--- src/rtl/ro_reader_pkg.sv ---
// ro_reader_pkg
// Shared definitions for the ADC event-buffer read-out initiator:
//   - default parameter values (address/data width, event size, pre-trigger)
//   - read-out state encoding
//   - counter width helper (a counter that must hold the value n)
package ro_reader_pkg;

   localparam int DEF_ADDR_W  = 10;
   localparam int DEF_DATA_W  = 16;
   localparam int DEF_NSAMP   = 1024;
   localparam int DEF_PRETRIG = 64;

   typedef enum logic [2:0] {
      IDLE  = 3'd0,
      REQ   = 3'd1,
      READ  = 3'd2,
      DRAIN = 3'd3,
      DONE  = 3'd4
   } state_t;

   // Bits needed to represent every value 0..n inclusive.
   function automatic int cnt_width(input int n);
      return (n < 1) ? 1 : $clog2(n + 1);
   endfunction

endpackage

--- src/rtl/ro_reader_if.sv ---
// ro_reader_if
// Bundles the host request, control-FSM handshake, sample-RAM read port and
// output stream of the read-out initiator.
//   master : the ro_reader side (drives request/handshake, RAM read, stream)
//   slave  : the environment (host, control FSM, RAM, stream sink)
interface ro_reader_if #(
   parameter int ADDR_W = 10,
   parameter int DATA_W = 16
) ();
   logic              host_req;
   logic [ADDR_W-1:0] trig_addr;
   logic              RO_ENABLE;
   logic              ROREQUEST;
   logic              RODONE_n;
   logic              mem_rd_en;
   logic [ADDR_W-1:0] mem_addr;
   logic [DATA_W-1:0] mem_rdata;
   logic [DATA_W-1:0] out_data;
   logic              out_valid;
   logic              out_ready;
   logic              out_last;
   logic              busy;
   logic              ro_abort;

   modport master (
      input  host_req, trig_addr, RO_ENABLE, mem_rdata, out_ready,
      output ROREQUEST, RODONE_n, mem_rd_en, mem_addr,
             out_data, out_valid, out_last, busy, ro_abort
   );

   modport slave (
      output host_req, trig_addr, RO_ENABLE, mem_rdata, out_ready,
      input  ROREQUEST, RODONE_n, mem_rd_en, mem_addr,
             out_data, out_valid, out_last, busy, ro_abort
   );
endinterface

--- src/rtl/ro_skid_buf.sv ---
// ro_skid_buf
// Two-entry FIFO that catches RAM read data so the stream can stall without
// losing words already requested.
//   clk, rst_n  : clock, asynchronous active-low reset (clears data and count)
//   flush       : drop all contents; wins over push and pop
//   push/push_data : write one word
//   pop         : remove the head word
//   occupancy   : number of stored words, 0..2
//   head        : oldest stored word
module ro_skid_buf #(
   parameter int DATA_W = 16
) (
   input  logic              clk,
   input  logic              rst_n,
   input  logic              flush,
   input  logic              push,
   input  logic [DATA_W-1:0] push_data,
   input  logic              pop,
   output logic [1:0]        occupancy,
   output logic [DATA_W-1:0] head
);
   logic              wr_ptr_reg, rd_ptr_reg;
   logic [1:0]        cnt_reg, cnt_next;
   logic              push_ok, pop_ok;
   logic [DATA_W-1:0] entry_q [2];

   // Guard against misuse so the count can never leave 0..2.
   assign pop_ok  = pop && (cnt_reg != 2'd0);
   assign push_ok = push && ((cnt_reg != 2'd2) || pop_ok);

   genvar gi;
   generate
      for (gi = 0; gi < 2; gi++) begin : gen_entry
         logic [DATA_W-1:0] entry_reg;
         always_ff @(posedge clk or negedge rst_n) begin
            if (!rst_n)
               entry_reg <= '0;
            else if (push_ok && !flush && (wr_ptr_reg == 1'(gi)))
               entry_reg <= push_data;
         end
         assign entry_q[gi] = entry_reg;
      end
   endgenerate

   always_comb begin
      cnt_next = cnt_reg;
      if (flush)
         cnt_next = 2'd0;
      else
         cnt_next = cnt_reg + {1'b0, push_ok} - {1'b0, pop_ok};
   end

   always_ff @(posedge clk or negedge rst_n) begin
      if (!rst_n) begin
         wr_ptr_reg <= 1'b0;
         rd_ptr_reg <= 1'b0;
         cnt_reg    <= 2'd0;
      end else begin
         cnt_reg <= cnt_next;
         if (flush) begin
            wr_ptr_reg <= 1'b0;
            rd_ptr_reg <= 1'b0;
         end else begin
            if (push_ok) wr_ptr_reg <= ~wr_ptr_reg;
            if (pop_ok)  rd_ptr_reg <= ~rd_ptr_reg;
         end
      end
   end

   assign occupancy = cnt_reg;
   assign head      = entry_q[rd_ptr_reg];
endmodule

--- src/rtl/ro_reader.sv ---
// ro_reader
// Read-out initiator for the ADC event buffer. On a host request it asks the
// acquisition control FSM for the buffer (ROREQUEST), waits for RO_ENABLE,
// reads NSAMP samples from the circular RAM starting PRETRIG before the
// trigger address and streams them out; it ends with a one-cycle RODONE_n
// low pulse. Dropping RO_ENABLE mid-readout aborts the event.
//   clk, rst_n : clock, asynchronous active-low reset
//   bus        : host request, control handshake, RAM read port, stream
module ro_reader
   import ro_reader_pkg::*;
#(
   parameter int ADDR_W  = DEF_ADDR_W,
   parameter int DATA_W  = DEF_DATA_W,
   parameter int NSAMP   = DEF_NSAMP,
   parameter int PRETRIG = DEF_PRETRIG
) (
   input  logic        clk,
   input  logic        rst_n,
   ro_reader_if.master bus
);
   localparam int CNT_W = cnt_width(NSAMP);
   localparam logic [CNT_W-1:0] NSAMP_C = CNT_W'(NSAMP);
   localparam logic [CNT_W-1:0] LAST_C  = CNT_W'(NSAMP - 1);

   state_t            state_reg, state_next;
   logic [ADDR_W-1:0] start_reg, start_next;
   logic [CNT_W-1:0]  rd_cnt_reg, rd_cnt_next;
   logic [CNT_W-1:0]  out_cnt_reg, out_cnt_next;
   logic              inflight_reg, inflight_next;
   logic              ro_abort_reg, ro_abort_next;

   logic [1:0]        occ;
   logic [DATA_W-1:0] head;
   logic              active, abort, valid, pop, last, rd_en;
   logic [2:0]        fill;

   ro_skid_buf #(.DATA_W(DATA_W)) u_skid (
      .clk       (clk),
      .rst_n     (rst_n),
      .flush     (abort),
      .push      (inflight_reg),
      .push_data (bus.mem_rdata),
      .pop       (pop),
      .occupancy (occ),
      .head      (head)
   );

   always_comb begin
      active = (state_reg == READ) || (state_reg == DRAIN);
      abort  = active && !bus.RO_ENABLE;
      valid  = (occ != 2'd0);
      pop    = valid && bus.out_ready;
      last   = valid && (out_cnt_reg == LAST_C);
      // Slots that will still be claimed after this cycle's transfer; a new
      // read is only issued if its data is guaranteed a place to land.
      fill   = {1'b0, occ} + {2'b00, inflight_reg} - {2'b00, pop};
      // RO_ENABLE gating keeps the RAM quiet in the cycle that aborts.
      rd_en  = (state_reg == READ) && bus.RO_ENABLE &&
               (rd_cnt_reg < NSAMP_C) && (fill < 3'd2);
   end

   always_comb begin
      state_next    = state_reg;
      start_next    = start_reg;
      rd_cnt_next   = rd_cnt_reg;
      out_cnt_next  = out_cnt_reg;
      ro_abort_next = ro_abort_reg;
      inflight_next = rd_en;

      if (rd_en) rd_cnt_next  = rd_cnt_reg + 1'b1;
      if (pop)   out_cnt_next = out_cnt_reg + 1'b1;

      case (state_reg)
         IDLE: begin
            if (bus.host_req) begin
               start_next    = bus.trig_addr - ADDR_W'(PRETRIG);
               rd_cnt_next   = '0;
               out_cnt_next  = '0;
               ro_abort_next = 1'b0;
               state_next    = REQ;
            end
         end
         REQ: begin
            if (bus.RO_ENABLE) state_next = READ;
         end
         READ: begin
            if (abort) begin
               ro_abort_next = 1'b1;
               state_next    = DONE;
            end else if (rd_en && (rd_cnt_reg == LAST_C)) begin
               state_next = DRAIN;
            end
         end
         DRAIN: begin
            if (abort) begin
               ro_abort_next = 1'b1;
               state_next    = DONE;
            end else if (pop && last) begin
               state_next = DONE;
            end
         end
         DONE:    state_next = IDLE;
         default: state_next = IDLE;
      endcase
   end

   always_ff @(posedge clk or negedge rst_n) begin
      if (!rst_n) begin
         state_reg    <= IDLE;
         start_reg    <= '0;
         rd_cnt_reg   <= '0;
         out_cnt_reg  <= '0;
         inflight_reg <= 1'b0;
         ro_abort_reg <= 1'b0;
      end else begin
         state_reg    <= state_next;
         start_reg    <= start_next;
         rd_cnt_reg   <= rd_cnt_next;
         out_cnt_reg  <= out_cnt_next;
         inflight_reg <= inflight_next;
         ro_abort_reg <= ro_abort_next;
      end
   end

   assign bus.ROREQUEST = (state_reg == REQ) || active;
   assign bus.RODONE_n  = (state_reg != DONE);
   assign bus.busy      = (state_reg != IDLE);
   assign bus.mem_rd_en = rd_en;
   assign bus.mem_addr  = start_reg + ADDR_W'(rd_cnt_reg);
   assign bus.out_data  = head;
   assign bus.out_valid = valid;
   assign bus.out_last  = last;
   assign bus.ro_abort  = ro_abort_reg;
endmodule

--- src/flat_wrapper.sv ---
// flat-port wrapper written by rule: the top's interface ports become plain ports
module ro_reader_flat import ro_reader_pkg::*;
#(
   parameter int ADDR_W  = DEF_ADDR_W,
   parameter int DATA_W  = DEF_DATA_W,
   parameter int NSAMP   = DEF_NSAMP,
   parameter int PRETRIG = DEF_PRETRIG
)
  (clk, rst_n, bus_host_req, bus_trig_addr, bus_RO_ENABLE, bus_mem_rdata, bus_out_ready, bus_ROREQUEST, bus_RODONE_n, bus_mem_rd_en, bus_mem_addr, bus_out_data, bus_out_valid, bus_out_last, bus_busy, bus_ro_abort);
  ro_reader_if #(.ADDR_W(ADDR_W), .DATA_W(DATA_W)) bus_i ();
  input  logic clk;
  input  logic rst_n;
  input wire logic [$bits(bus_i.host_req)-1:0] bus_host_req;
  input wire logic [$bits(bus_i.trig_addr)-1:0] bus_trig_addr;
  input wire logic [$bits(bus_i.RO_ENABLE)-1:0] bus_RO_ENABLE;
  input wire logic [$bits(bus_i.mem_rdata)-1:0] bus_mem_rdata;
  input wire logic [$bits(bus_i.out_ready)-1:0] bus_out_ready;
  output wire logic [$bits(bus_i.ROREQUEST)-1:0] bus_ROREQUEST;
  output wire logic [$bits(bus_i.RODONE_n)-1:0] bus_RODONE_n;
  output wire logic [$bits(bus_i.mem_rd_en)-1:0] bus_mem_rd_en;
  output wire logic [$bits(bus_i.mem_addr)-1:0] bus_mem_addr;
  output wire logic [$bits(bus_i.out_data)-1:0] bus_out_data;
  output wire logic [$bits(bus_i.out_valid)-1:0] bus_out_valid;
  output wire logic [$bits(bus_i.out_last)-1:0] bus_out_last;
  output wire logic [$bits(bus_i.busy)-1:0] bus_busy;
  output wire logic [$bits(bus_i.ro_abort)-1:0] bus_ro_abort;
  assign bus_i.host_req = bus_host_req;
  assign bus_i.trig_addr = bus_trig_addr;
  assign bus_i.RO_ENABLE = bus_RO_ENABLE;
  assign bus_i.mem_rdata = bus_mem_rdata;
  assign bus_i.out_ready = bus_out_ready;
  assign bus_ROREQUEST = bus_i.ROREQUEST;
  assign bus_RODONE_n = bus_i.RODONE_n;
  assign bus_mem_rd_en = bus_i.mem_rd_en;
  assign bus_mem_addr = bus_i.mem_addr;
  assign bus_out_data = bus_i.out_data;
  assign bus_out_valid = bus_i.out_valid;
  assign bus_out_last = bus_i.out_last;
  assign bus_busy = bus_i.busy;
  assign bus_ro_abort = bus_i.ro_abort;
  ro_reader #(.ADDR_W(ADDR_W), .DATA_W(DATA_W), .NSAMP(NSAMP), .PRETRIG(PRETRIG)) u_core (.clk(clk), .rst_n(rst_n), .bus(bus_i));
endmodule
--- config.mk ---
export PLATFORM = sky130hd
export DESIGN_NAME = ro_reader_flat
export DESIGN_NICKNAME = d
export VERILOG_FILES = /design/src/rtl/ro_reader_pkg.sv /design/src/rtl/ro_reader_if.sv /design/src/rtl/ro_skid_buf.sv /design/src/rtl/ro_reader.sv /design/src/flat_wrapper.sv
export SDC_FILE = /design/constraint.sdc
export NUM_CORES = 1
export LEC_CHECK = 0
export ABC_AREA = 0
export CAP_MARGIN = 5
export CELL_PAD_IN_SITES_DETAIL_PLACEMENT = 0
export CELL_PAD_IN_SITES_GLOBAL_PLACEMENT = 1
export CORE_MARGIN = 3
export CORE_UTILIZATION = 47
export CTS_BUF_LIST = sky130_fd_sc_hd__clkbuf_4 sky130_fd_sc_hd__clkbuf_8
export DETAILED_ROUTE_END_ITERATION = 8
export MAX_ROUTING_LAYER = met4
export PLACE_DENSITY_LB_ADDON = 0.1
export REMOVE_ABC_BUFFERS = 1
export SYNTH_ARGS = -nofsm -noshare
export SYNTH_HDL_FRONTEND = slang
export SYNTH_SLANG_ARGS = --single-unit
--- constraint.sdc ---
create_clock -name clk -period 12.51 [get_ports clk]
set_input_delay 3.753 -clock clk [delete_from_list [all_inputs] [get_ports clk]]
set_output_delay 3.753 -clock clk [all_outputs]
set_load 0.1 [all_outputs]
==> metrics.csv <==
stage,metric,value,unit
critical_path,cp-start-kind,input pin,
floorplan,design.portCount,64,
worst_hold_path,holdCritPathClass,reg2reg,
clock_network,cts_resized,0,
critical_path,ff2ff_path_depth,10,
synthesis,synthAdderAreaFrac,5.73,%
timing,holdWs,0.484,ns
floorplan,die_x,95.4,µm
clock_network,cts_max_path_buffers,2,
synthesis,synth_area,3760,µm²
synthesis,yosysMostFrequentCell,dfrtp_1,
cells_and_area,drive_gt1_share,18.2,%
cells_and_area,largest_reg_flops,32,
critical_path,end_kind,output pin,
worst_hold_path,min_to,u_core.start_reg[8],
cells_and_area,final_nets,455,
critical_path,worstPathRequired,8.76,ns
critical_path,cpMostUsedCell,clkdlybuf4s50_1,
timing,finalCritPeriodShare,88.1,%
placement,place_hpwl,5160,µm
synthesis,synth_area_per_cell,11.0,µm²
cells_and_area,num-fill-cells,636,
worst_hold_path,whs_path_depth,2,
floorplan,fp.dieH,95.4,µm
critical_path,reg2reg_from,u_core.u_skid.occupancy[1],
clock_network,path_clk_slew,0.07,ns
timing,finalMaxSlewViolations,0,
critical_path,rr_endpoint,u_core.rd_cnt_reg[8],
timing,fin_tns_setup,0,ns
timing,setup-violations-final,0,
clock_network,cts_sinks,73,
synthesis,synth_top_family_by_area,multiplexers,
drt,drc,0,
synthesis,synth_top_area_share,48.6,%
placement,globalplace.congestion,0.829,
synthesis,synth-seq-cells,73,
flow_run,cap_violations,0,
synthesis,synth_cells,343,
synthesis,ys_warn_count,0,
critical_path,crit_path_max_fanout,9,
grt,grt_pass1_vias,2566,
critical_path,crit_type,in2out,
drt,vias_per_cell,5.14,
cells_and_area,antennaDiodeCount,0,
clock_network,cts_setup_buffers,0,
synthesis,ys_async_sr_fraction,100,%
floorplan,rows,31,
floorplan,start_util,50.2,%
clock_network,h-tree-depth,3,
drt,dr.pass1.iters,4,
timing,tightestPinTransition,1.10,ns
synthesis,synth.area.mux_share,14.6,%
drt,num_vias,2630,
clock_network,cts-root-buf,clkbuf_8,
timing,fin_crit,11.02,ns
timing,skew,0.0110,ns
critical_path,slowest_stage,clkdlybuf4s50_1,
synthesis,synthXorXnorAreaFrac,7.46,%
critical_path,cp.buffers_inverters,3,
grt,grt_use_total,17.8,%
timing,relSlewSlack,27.0,%
drt,drt-total-wl,7260,µm
drt,ant_nets,0,
clock_network,clk_latency,0.34,ns
run_status,outcome,"complete, no violations",
timing,rsz0062_at_grt,no,
floorplan,core_area,7490,µm²
clock_network,ctsHoldBuffers,0,
floorplan,dieArea,9110,µm²
worst_hold_path,hold_start,u_core.start_reg[8],
synthesis,yosys_most_used_dff,dfrtp_1,
synthesis,yosys-top-cells-count,"dfrtp_1, mux2_2, nand2_1",
critical_path,path_delay_family,buffers and inverters,
drt,avgRoutedWirePerCell,14.2,µm
synthesis,synth-edff-count,0,
timing,fmax,0.0907,GHz
grt,grt_max_degree,74,
synthesis,synth_cell_types,43,
critical_path,max_stage_delay,1.21,ns
synthesis,synth_compound_area_share,6.26,%
placement,portBuffers,63,
synthesis,ys_seq_area_share,48.6,%
critical_path,worstPathArrival,7.27,ns
critical_path,crit_chain,clkdlybuf4s50_1 -> o21ai_2 -> inv_1 -> ha_1 -> nand2b_1 -> fa_1 -> and3b_1 -> and3_1 -> clkdlybuf4s50_1,
grt,antenna_found_initial,0,
clock_network,numCtsBuffers,9,
drt,drt_iter0_markers,69,
cells_and_area,area_delta_synth_final,25.3,%
timing,hold_violations,0,
grt,grt_pass1_wl,12300,µm
clock_network,cts_tree,yes,
grt,grt-ovfl-total,0,
critical_path,reg2reg_slack,9.56,ns
synthesis,synthSimpleGateAreaFrac,14.4,%
synthesis,ys_top_cells_by_area,"dfrtp_1, mux2_2, ha_1, xor2_1, nand2_1",
synthesis,synth_area_leader_cell,dfrtp_1,
layer usage:
layer  wire [µm]  part of all wire, %  GRT usage, %  vias up
li1            -                    -             -     1309
met1        3350                   46          23.7     1265
met2        3520                   48          28.0       52
met3         355                  4.9          4.74        4
met4          46                 0.63          3.20        0
met5           0                    0             -        -
cells by family after synthesis:
group	Yosys count
flops	73
mux	49
simple gates	113
compound gates	36
xor+xnor	32
fa+ha+maj	16
buf+inv	24
worst reg2reg max path, cell delays in order (launching register included):
cell	delay, ns
dfrtp_1	0.49
o21ai_2	0.29
inv_1	0.16
ha_1	0.29
nand2b_1	0.15
fa_1	0.47
and3b_1	0.19
and3_1	0.37
nand4_1	0.15
xor2_1	0.16
nor2_1	0.05
how the worst max path moves through the flow:
| stage | start | end | cells after the start |
|---|---|---|---|
| 5_1_grt | bus_out_ready | bus_mem_rd_en | 9 |
| 3_5_place_dp | bus_out_ready | bus_mem_rd_en | 9 |
| 6_report | bus_out_ready | bus_mem_rd_en | 9 |
| 4_1_cts | bus_out_ready | bus_mem_rd_en | 9 |
| 3_3_place_gp | bus_out_ready | bus_mem_rd_en | 9 |
| 2_1_floorplan | bus_out_ready | bus_mem_rd_en | 7 |
layout by cell type (no fill, tap or decap), types with 2 or more instances in the layout:
master	count
dfrtp_1	73
clkdlybuf4s50_1	62
mux2_2	48
nand2_1	36
nor2_1	30
xor2_1	17
xnor2_1	15
ha_1	14
inv_1	13
a21oi_1	10
o21ai_0	9
clkbuf_8	9
nand3_1	7
and3_1	7
nand4_1	6
or3_1	5
a21o_1	4
and2_1	4
nor3_1	4
a31oi_1	3
bufinv_16	3
nand2b_1	2
o21ai_2	2
nor2b_1	2
nor3_2	2
fa_1	2
buf_4	2
final cells by class:
class	count	area, µm²	area share [%]
Sequential cell	73	1830	38.8
Multi-Input combinational cell	246	1820	38.7
Timing Repair Buffer	65	641	13.6
Clock buffer	10	131	2.79
Tap cell	99	124	2.63
Clock inverter	6	115	2.44
Inverter	13	48.8	1.04
per-stage QoR:
step | worst slack, ns | area [µm²] | util, % | instances
2_1_floorplan | 2.79 | 3700 | - | 332
3_5_place_dp | 1.49 | 4460 | 59.6 | 496
5_1_grt | 1.29 | 4710 | 62.9 | 512
6_report | 1.49 | 4710 | 62.9 | 512
3_3_place_gp | 1.53 | 4460 | 59.6 | 496
4_1_cts | 1.48 | 4710 | 62.9 | 512
Power is not shown: default switching activity piles up to over one toggle a cycle in this logic, so the estimate is an artifact.
